File: src/rtl/mux16_rr_arbiter_pkg.sv
// Shared constants, FSM state encoding and the one-hot helper for the
// 16-way round-robin mux arbiter.
package mux16_rr_arbiter_pkg;

  localparam int NREQ  = 16;
  localparam int SEL_W = 4;

  typedef enum logic {
    IDLE  = 1'b0,
    GRANT = 1'b1
  } state_e;

  // Decode a select index into the matching one-hot grant vector.
  function automatic logic [NREQ-1:0] onehot(input logic [SEL_W-1:0] sel);
    return 16'(16'h0001 << sel);
  endfunction

endpackage

File: src/rtl/mux16_rr_arbiter_rr_pick16.sv
// Combinational round-robin picker: finds the first set bit of cand_i,
// scanning upward from last_i+1 and wrapping through 15 back to 0.
module rr_pick16
  import mux16_rr_arbiter_pkg::*;
(
  input  logic [NREQ-1:0]  cand_i,
  input  logic [SEL_W-1:0] last_i,
  output logic [SEL_W-1:0] idx_o,
  output logic             any_o
);

  logic [SEL_W-1:0]  start_s;
  logic [2*NREQ-1:0] dbl_s;
  logic [NREQ-1:0]   rot_s;
  logic [SEL_W-1:0]  off_s;

  // 4-bit add wraps 15 -> 0 so the scan start is always in range.
  assign start_s = last_i + 4'd1;
  // Doubling the vector turns the circular scan into a plain shift.
  assign dbl_s   = {cand_i, cand_i} >> start_s;
  assign rot_s   = dbl_s[NREQ-1:0];

  // Priority-encode the rotated vector: lowest set bit wins.
  always_comb begin
    off_s = '0;
    for (int i = NREQ - 1; i >= 0; i--) begin
      if (rot_s[i]) begin
        off_s = SEL_W'(i);
      end else begin
        off_s = off_s;
      end
    end
  end

  assign idx_o = start_s + off_s;
  assign any_o = |cand_i;

endmodule

File: src/rtl/mux16_rr_arbiter.sv
// Round-robin arbiter driving the select of a shared 16:1 bit mux.
// A grant is held while its requester keeps req high, for at most
// MAX_HOLD cycles, then rotates to the next requester.
module mux16_rr_arbiter
  import mux16_rr_arbiter_pkg::*;
#(
  parameter int MAX_HOLD = 4,
  parameter int HOLD_W   = 4
) (
  input  logic             clk,
  input  logic             rst,
  input  logic [NREQ-1:0]  req,
  output logic [NREQ-1:0]  gnt,
  output logic [SEL_W-1:0] sel,
  output logic             sel_valid
);

  state_e            state_q, state_d;
  logic [NREQ-1:0]   gnt_q, gnt_d;
  logic [SEL_W-1:0]  sel_q, sel_d;
  logic              valid_q, valid_d;
  logic [HOLD_W-1:0] hold_q, hold_d;
  logic [SEL_W-1:0]  last_q, last_d;

  logic [NREQ-1:0]   pick_cand_s;
  logic [SEL_W-1:0]  pick_last_s;
  logic [SEL_W-1:0]  pick_idx_s;
  logic              pick_any_s;
  logic              hold_done_s;
  logic              drop_s;

  assign hold_done_s = (hold_q == HOLD_W'(MAX_HOLD - 1));
  assign drop_s      = ~req[sel_q];

  // Choose what the picker sees: full req from the saved pointer when idle;
  // while granting, search from the holder (so it ranks last) and mask it
  // out if it has dropped its request.
  always_comb begin
    pick_cand_s = req;
    pick_last_s = last_q;
    if (state_q == GRANT) begin
      pick_last_s = sel_q;
      if (drop_s) begin
        pick_cand_s = req & ~onehot(sel_q);
      end else begin
        pick_cand_s = req;
      end
    end else begin
      pick_last_s = last_q;
    end
  end

  rr_pick16 u_pick (
    .cand_i (pick_cand_s),
    .last_i (pick_last_s),
    .idx_o  (pick_idx_s),
    .any_o  (pick_any_s)
  );

  // Next-state and next-output logic for the IDLE/GRANT machine.
  always_comb begin
    state_d = state_q;
    gnt_d   = gnt_q;
    sel_d   = sel_q;
    valid_d = valid_q;
    hold_d  = hold_q;
    last_d  = last_q;
    case (state_q)
      IDLE: begin
        hold_d = '0;
        if (pick_any_s) begin
          state_d = GRANT;
          gnt_d   = onehot(pick_idx_s);
          sel_d   = pick_idx_s;
          valid_d = 1'b1;
        end else begin
          state_d = IDLE;
          gnt_d   = '0;
          sel_d   = '0;
          valid_d = 1'b0;
        end
      end
      GRANT: begin
        if (drop_s || hold_done_s) begin
          last_d = sel_q;
          hold_d = '0;
          if (pick_any_s) begin
            state_d = GRANT;
            gnt_d   = onehot(pick_idx_s);
            sel_d   = pick_idx_s;
            valid_d = 1'b1;
          end else begin
            state_d = IDLE;
            gnt_d   = '0;
            sel_d   = '0;
            valid_d = 1'b0;
          end
        end else begin
          hold_d = hold_q + HOLD_W'(1);
        end
      end
      default: begin
        state_d = IDLE;
        gnt_d   = '0;
        sel_d   = '0;
        valid_d = 1'b0;
        hold_d  = '0;
        last_d  = 4'hF;
      end
    endcase
  end

  // State, pointer, hold counter and output registers with sync reset.
  always_ff @(posedge clk) begin
    if (rst) begin
      state_q <= IDLE;
      gnt_q   <= 16'h0000;
      sel_q   <= 4'h0;
      valid_q <= 1'b0;
      hold_q  <= '0;
      last_q  <= 4'hF;
    end else begin
      state_q <= state_d;
      gnt_q   <= gnt_d;
      sel_q   <= sel_d;
      valid_q <= valid_d;
      hold_q  <= hold_d;
      last_q  <= last_d;
    end
  end

  assign gnt       = gnt_q;
  assign sel       = sel_q;
  assign sel_valid = valid_q;

endmodule

File: config.mk
export PLATFORM = sky130hd
export DESIGN_NAME = mux16_rr_arbiter
export DESIGN_NICKNAME = d
export VERILOG_FILES = /design/src/rtl/mux16_rr_arbiter_pkg.sv /design/src/rtl/mux16_rr_arbiter_rr_pick16.sv /design/src/rtl/mux16_rr_arbiter.sv
export SDC_FILE = /design/constraint.sdc
export NUM_CORES = 1
export LEC_CHECK = 0
export CORE_MARGIN = 4
export CORE_UTILIZATION = 59
export DETAILED_ROUTE_END_ITERATION = 16
export PLACE_DENSITY = 0.88
export SYNTH_ARGS = -nofsm -noshare
export SYNTH_HDL_FRONTEND = slang
export SYNTH_SLANG_ARGS = --single-unit
File: constraint.sdc
create_clock -name clk -period 7.3 [get_ports clk]
set_clock_uncertainty 0.1 [all_clocks]
set_input_delay 1.46 -clock clk [delete_from_list [all_inputs] [get_ports clk]]
set_output_delay 1.46 -clock clk [all_outputs]
set_load 0.01 [all_outputs]
==> results.md <==
- TritonCTS clock tree: yes
- Main combinational cell family by area after synthesis: multiplexers
- Worst-path fanout max: 23
- Tightest Pin Transition: 1.08 ns
- Nature of the critical path endpoint: register
- Internal reg-to-reg setup slack: 1.66 ns
- Die width: 73.7 um
- Clk buf depth: 2
- Top layer in use: met4
- Worst path required time: 7.37 ns
- Unrepaired setup endpoints after global routing: no
- Crit path cell chain: mux2i_4, buf_4, inv_1, ha_1, xor2_2, inv_4, mux4_2, and2_1, a311oi_1, a21oi_1, o21a_1, o21a_1, ha_1, a21o_1, a21oi_1, xnor2_4, a22o_1
- Seq/Total Area, Yosys: 0.236
- Post-route DRC: 0
- Setup bufs post-CTS: 0
- Post-DP Area: 2860 sq um
- Final Hold Violating Endpoints: 0
- Largest cells by area after synthesis: dfxtp_1 (24%), mux4_2 (16%), mux2i_1 (7.5%), nand2_1 (3.5%), mux4_1 (3.1%)
- Met3 WL: 280 um
- Leading area contributor after synthesis: dfxtp_1
- Critical path type: register to register
- Die area: 5430 sq um
- Post-synth top flop: dfxtp_1
- WL/cell: 17.5 um
- Hold Crit Class: register to register
- Initial drt markers: 181
- Synth cell types: 57
- Cts bufs inserted: 5
- YS warnings: 0
- Post-synthesis mux area share: 0.300
- Post-synth top area share: 0.236
- Total of max-cap violations: 0
- Max incr delay on CP: 0.69 ns
- Post-Route WL: 5710 um
- Syn_nets: 266
- Min Tclk post-route: 5.64 ns
- Via count: 2066
- Mapped Area: 2550 sq um
- Core area: 4090 sq um
- IO Port Bufs: 38
- Initial core utilization: 0.623
- Clock transition at path regs: 0.06 ns
- # rows: 23
- H-tree levels: 2
- DRT Pass-1 Iters: 4
- Post-CTS sizing: 0
- Share of cells above drive strength 1: 0.170
- Post-synthesis compound-gate area fraction: 0.144
- Syn Inst Count: 242
- Initial antenna violation count: 0
- DR vias/cell: 6.32
- Final GP Congestion: 0.975
- Setup TNS: 0 ns
- FFs w/ async S/R, synth: 0
- Die H: 73.7 um
- Crit start category: register
- Delay-heaviest family, CP: compound AO/OA/AOI/OAI gates
- Clock sinks: 30
- Syn-to-layout area delta: 15.8%
- Worst slew margin: 0.275
- Nets: 300
- GRT Util Overall: 0.231
- Pre-CTS WS: 1.69 ns
- I/O pins: 39
- Post-synth EDFFs: 0
- Crit-path slowest cell: xor2_2
- Met2 wire length: 2810 um
- Post-synthesis xor/xnor area fraction: 0.0486
- Endpoints failing setup: 0
- Register bit total from synthesis: 30
- Worst-Skew Late Latency: 0.28 ns
- Largest net degree at the start of global routing: 24
- Bufs and invs on worst path: 3
- Root Buffer: clkbuf_8
- Synth Area in Simple Gates: 0.166
- DRT met1 WL: 2570 um
- First-pass GRT wire length: 9830 um
- Fin area: 2950 sq um
- Placed cells: 319
- Fin. max-slew vios: 0
- Critical path arrival: 5.71 ns
- Final cell count without fillers: 327
- Hold_buf cts: 0
- Synth Area in Adders: 0.0378
- Final worst path period share: 0.773
- Vias in the first global route: 2062
- Worst Setup Slack, final: 1.66 ns
- Detail Placement HPWL: 4390 um
- Layout fillers: 292
- # diodes: 0
- Mean Syn Cell Area: 10.5 sq um
- Grt ovf: 0
- Run status: finished clean
- Detail Route Antenna Nets: 0
- Max Fclk: 0.177 GHz
[tightest hold or removal path: stages, from the launching register on]
cell	delay, ns
dfxtp_1	0.31
nand2_1	0.05
o21ai_1	0.05
[logic make-up after synthesis]
logic type / count (synthesis)
buffers and inverters: 19
adder cells (fa/ha/maj): 7
AO/OA/AOI/OAI: 53
multiplexers: 46
AND/OR/NAND/NOR: 78
XOR/XNOR: 9
flip-flops: 30
[path summary, 6_finish.rpt]
path,startpoint,to,depth (start not counted)
setup / recovery,state_q,gnt[2],17
hold / removal,gnt[9],gnt[9],2
setup reg to reg,state_q,gnt[2],17
hold reg to reg,gnt[9],gnt[9],2
[stage by stage]
stage               hold slack [ns]   util
floorplan                     0.329      -
global placement              0.334  0.699
detailed placement            0.340  0.699
CTS                           0.348  0.721
global route                  0.387  0.721
finish                        0.344  0.721
[cells in the final DEF, fill, tap and decap left out, drive strengths merged, types with 2 or more instances in the layout]
cell type,count
a22o,8
a211o,7
nor3b,3
o21ai,16
ha,5
a21o,2
or3,2
buf,2
xnor2,4
clkbuf,7
and2,6
xor2,5
nor2,13
nor4,4
nand2,26
nand4,2
nand2b,4
o21a,3
mux4,21
clkdlybuf4s50,38
nor2b,6
a21oi,7
mux2i,21
mux2,4
inv,6
nand3,6
nor3,5
dfxtp,30
[per-layer routing]
layer,vias to the layer above,global-route usage
li1,990,-
met1,1003,0.326
met2,66,0.375
met3,7,0.0410
met4,0,0.0402
met5,-,0
[cell type report]
type                       count  area [sq um]  area share
multi-input combinational    193          1770       0.601
sequential                    30           601       0.204
timing repair buffer          40           395       0.134
clock buffer                   7          86.3      0.0293
tap                           50          62.6      0.0212
inverter                       6          25.0     0.00849
clock inverter                 1          5.00     0.00170
[cell usage after synthesis, types with 5 or more instances]
cell type	number
mux2i_1	19
nand2_1	24
ha_1	5
nand3_1	6
nor2_1	13
a21oi_1	7
inv_1	5
a211o_1	7
nor2b_1	6
mux4_2	18
o21ai_1	11
o21ai_0	5
dfxtp_1	30
a22o_1	8
[flip-flops by register name, summed over array words and instances, names as in the netlist]
| name | count |
|---|---|
| gnt | 16 |
| hold_q | 4 |
| last_q | 4 |
| sel | 4 |
| sel_valid | 1 |
| state_q | 1 |
Power is not shown: default switching activity piles up to over one toggle a cycle in this logic, so the estimate is an artifact.
==> variant, RTL diff (config.mk and constraints unchanged) <==
Change the parameter `HOLD_W` from 4 to 6.
--- a/src/rtl/mux16_rr_arbiter.sv
+++ b/src/rtl/mux16_rr_arbiter.sv
@@ -5,7 +5,7 @@
   import mux16_rr_arbiter_pkg::*;
 #(
   parameter int MAX_HOLD = 4,
-  parameter int HOLD_W   = 4
+  parameter int HOLD_W   = 6
 ) (
   input  logic             clk,
   input  logic             rst,
Check against the original RTL: same outputs for any inputs over 10 cycles, from zero or initial values and one cycle with rst high; that may be too few to reach the edited logic, so the function may still have changed.
==> variant against the original RTL <==
- sequential share of layout area increased by 0.35 points
- register-to-register slack improved by 0.17 ns
- area after synthesis increased by 3.7%
- first-iteration DRC count increased by 19%
- design area increased by 4.9%
- global-route usage increased by 0.68 points
- sequential cell count increased by 2
- wire length increased by 8.6%
- via count increased by 6.8%
- setup slack improved by 0.10 ns
Power is left out: the tool's default activity adds up to more than one toggle a clock period on the data nets, which glitch-free logic cannot reach.
==> variant: results (changes against the original RTL) <==
| Metric | Value |
|---|---|
| Result of the run | completed |
| Multiplexer area fraction after synthesis | 0.296 (-0.00418) |
| Sum of routed wire segments on met1 | 2.87 mm (+12%) |
| Detail Route met3 WL | 334 µm (+19%) |
| Share of cells above drive strength 1 | 0.134 (-0.0357) |
| Count of cell types in the netlist | 60 (+5.3%) |
| Wire length of the first global-routing pass | 10.4 mm (+5.5%) |
| Total wirelength of the detailed-routed design | 6.21 mm (+8.6%) |
| Cells after DPL | 335 (+5.0%) |
| DPL Wire Length | 4.67 mm (+6.5%) |
| Max_slew headroom | 0.479 (+0.204) |
| Max incr delay on CP | 0.62 ns (-0.07 ns) |
| Placer congestion estimate | 0.925 (-5.1%) |
| Most instantiated cells after synthesis | 35 x sky130_fd_sc_hd__nand2_1, 32 x sky130_fd_sc_hd__dfxtp_1, 19 x sky130_fd_sc_hd__mux2i_1 |
| Met2 layer usage reported by global route | 0.375 (about the same) |
| Worst setup slack after placement | 1.53 ns (-0.155 ns) |
| Synth top area cells | sky130_fd_sc_hd__dfxtp_1 24%, sky130_fd_sc_hd__mux4_2 12%, sky130_fd_sc_hd__mux2i_1 7.2% |
| Share of the synthesized netlist area taken by xor and xnor gates | 0.0360 (-0.0126) |
| Combined global-route utilization of all metal layers | 0.238 (+0.00679) |
| Global routing met1 resource utilization | 0.326 (about the same) |
| Area used by multi-input combinational logic | 0.00185 mm² (+4.1%) |
| Post-Syn Area per Cell | 10.3 µm² (-1.9%) |
| Arr. time, crit path | 5.57 ns (-0.14 ns) |
| Sequential element share of the synthesized area | 0.243 (+0.00667) |
| Crit Path Max Fanout | 17 (-26%) |
| Average routed wire per standard cell | 18.1 µm (+3.5%) |
| Via count normalized by instance count | 6.43 (+1.8%) |
| GR met3 Demand/Resource | 0.0641 (+0.0230) |
| Number of global-route vias before repair | 2167 (+5.1%) |
| Final nets | 314 (+4.7%) |
| Worst reg-to-reg path cell count | 15 (-2) |
==> variant: cell count changes in the layout (fill, tap and decap cells not counted), sizes merged, moves of 3 or more <==
cell,unedited run,this run
o21ai,16,3
nand2,26,35
nand3,6,12
o31ai,0,6
a21oi,7,2
and2,6,3
nor3,5,8
==> variant: layout make-up <==
class,count,share of cell area
multi-input cells,203,0.597
flip-flops and latches,32,0.207
repair buffers,42,0.133
clock buffers,6,0.0235
well taps,52,0.0210
clock inverters,2,0.0113
inverters,6,0.00728
==> variant: worst paths after layout <==
kind / from / to / slack (ns)
min: sel_valid / sel_valid / 0.35
min reg2reg: sel_valid / sel_valid / 0.35
max: req[15] / gnt[3] / 1.76
max reg2reg: state_q / gnt[3] / 1.83
==> variant: worst min-delay path: cells and delay by family (launching register included) <==
family	cells	cell delay, ns
flops	1	0.31
simple gates	2	0.10
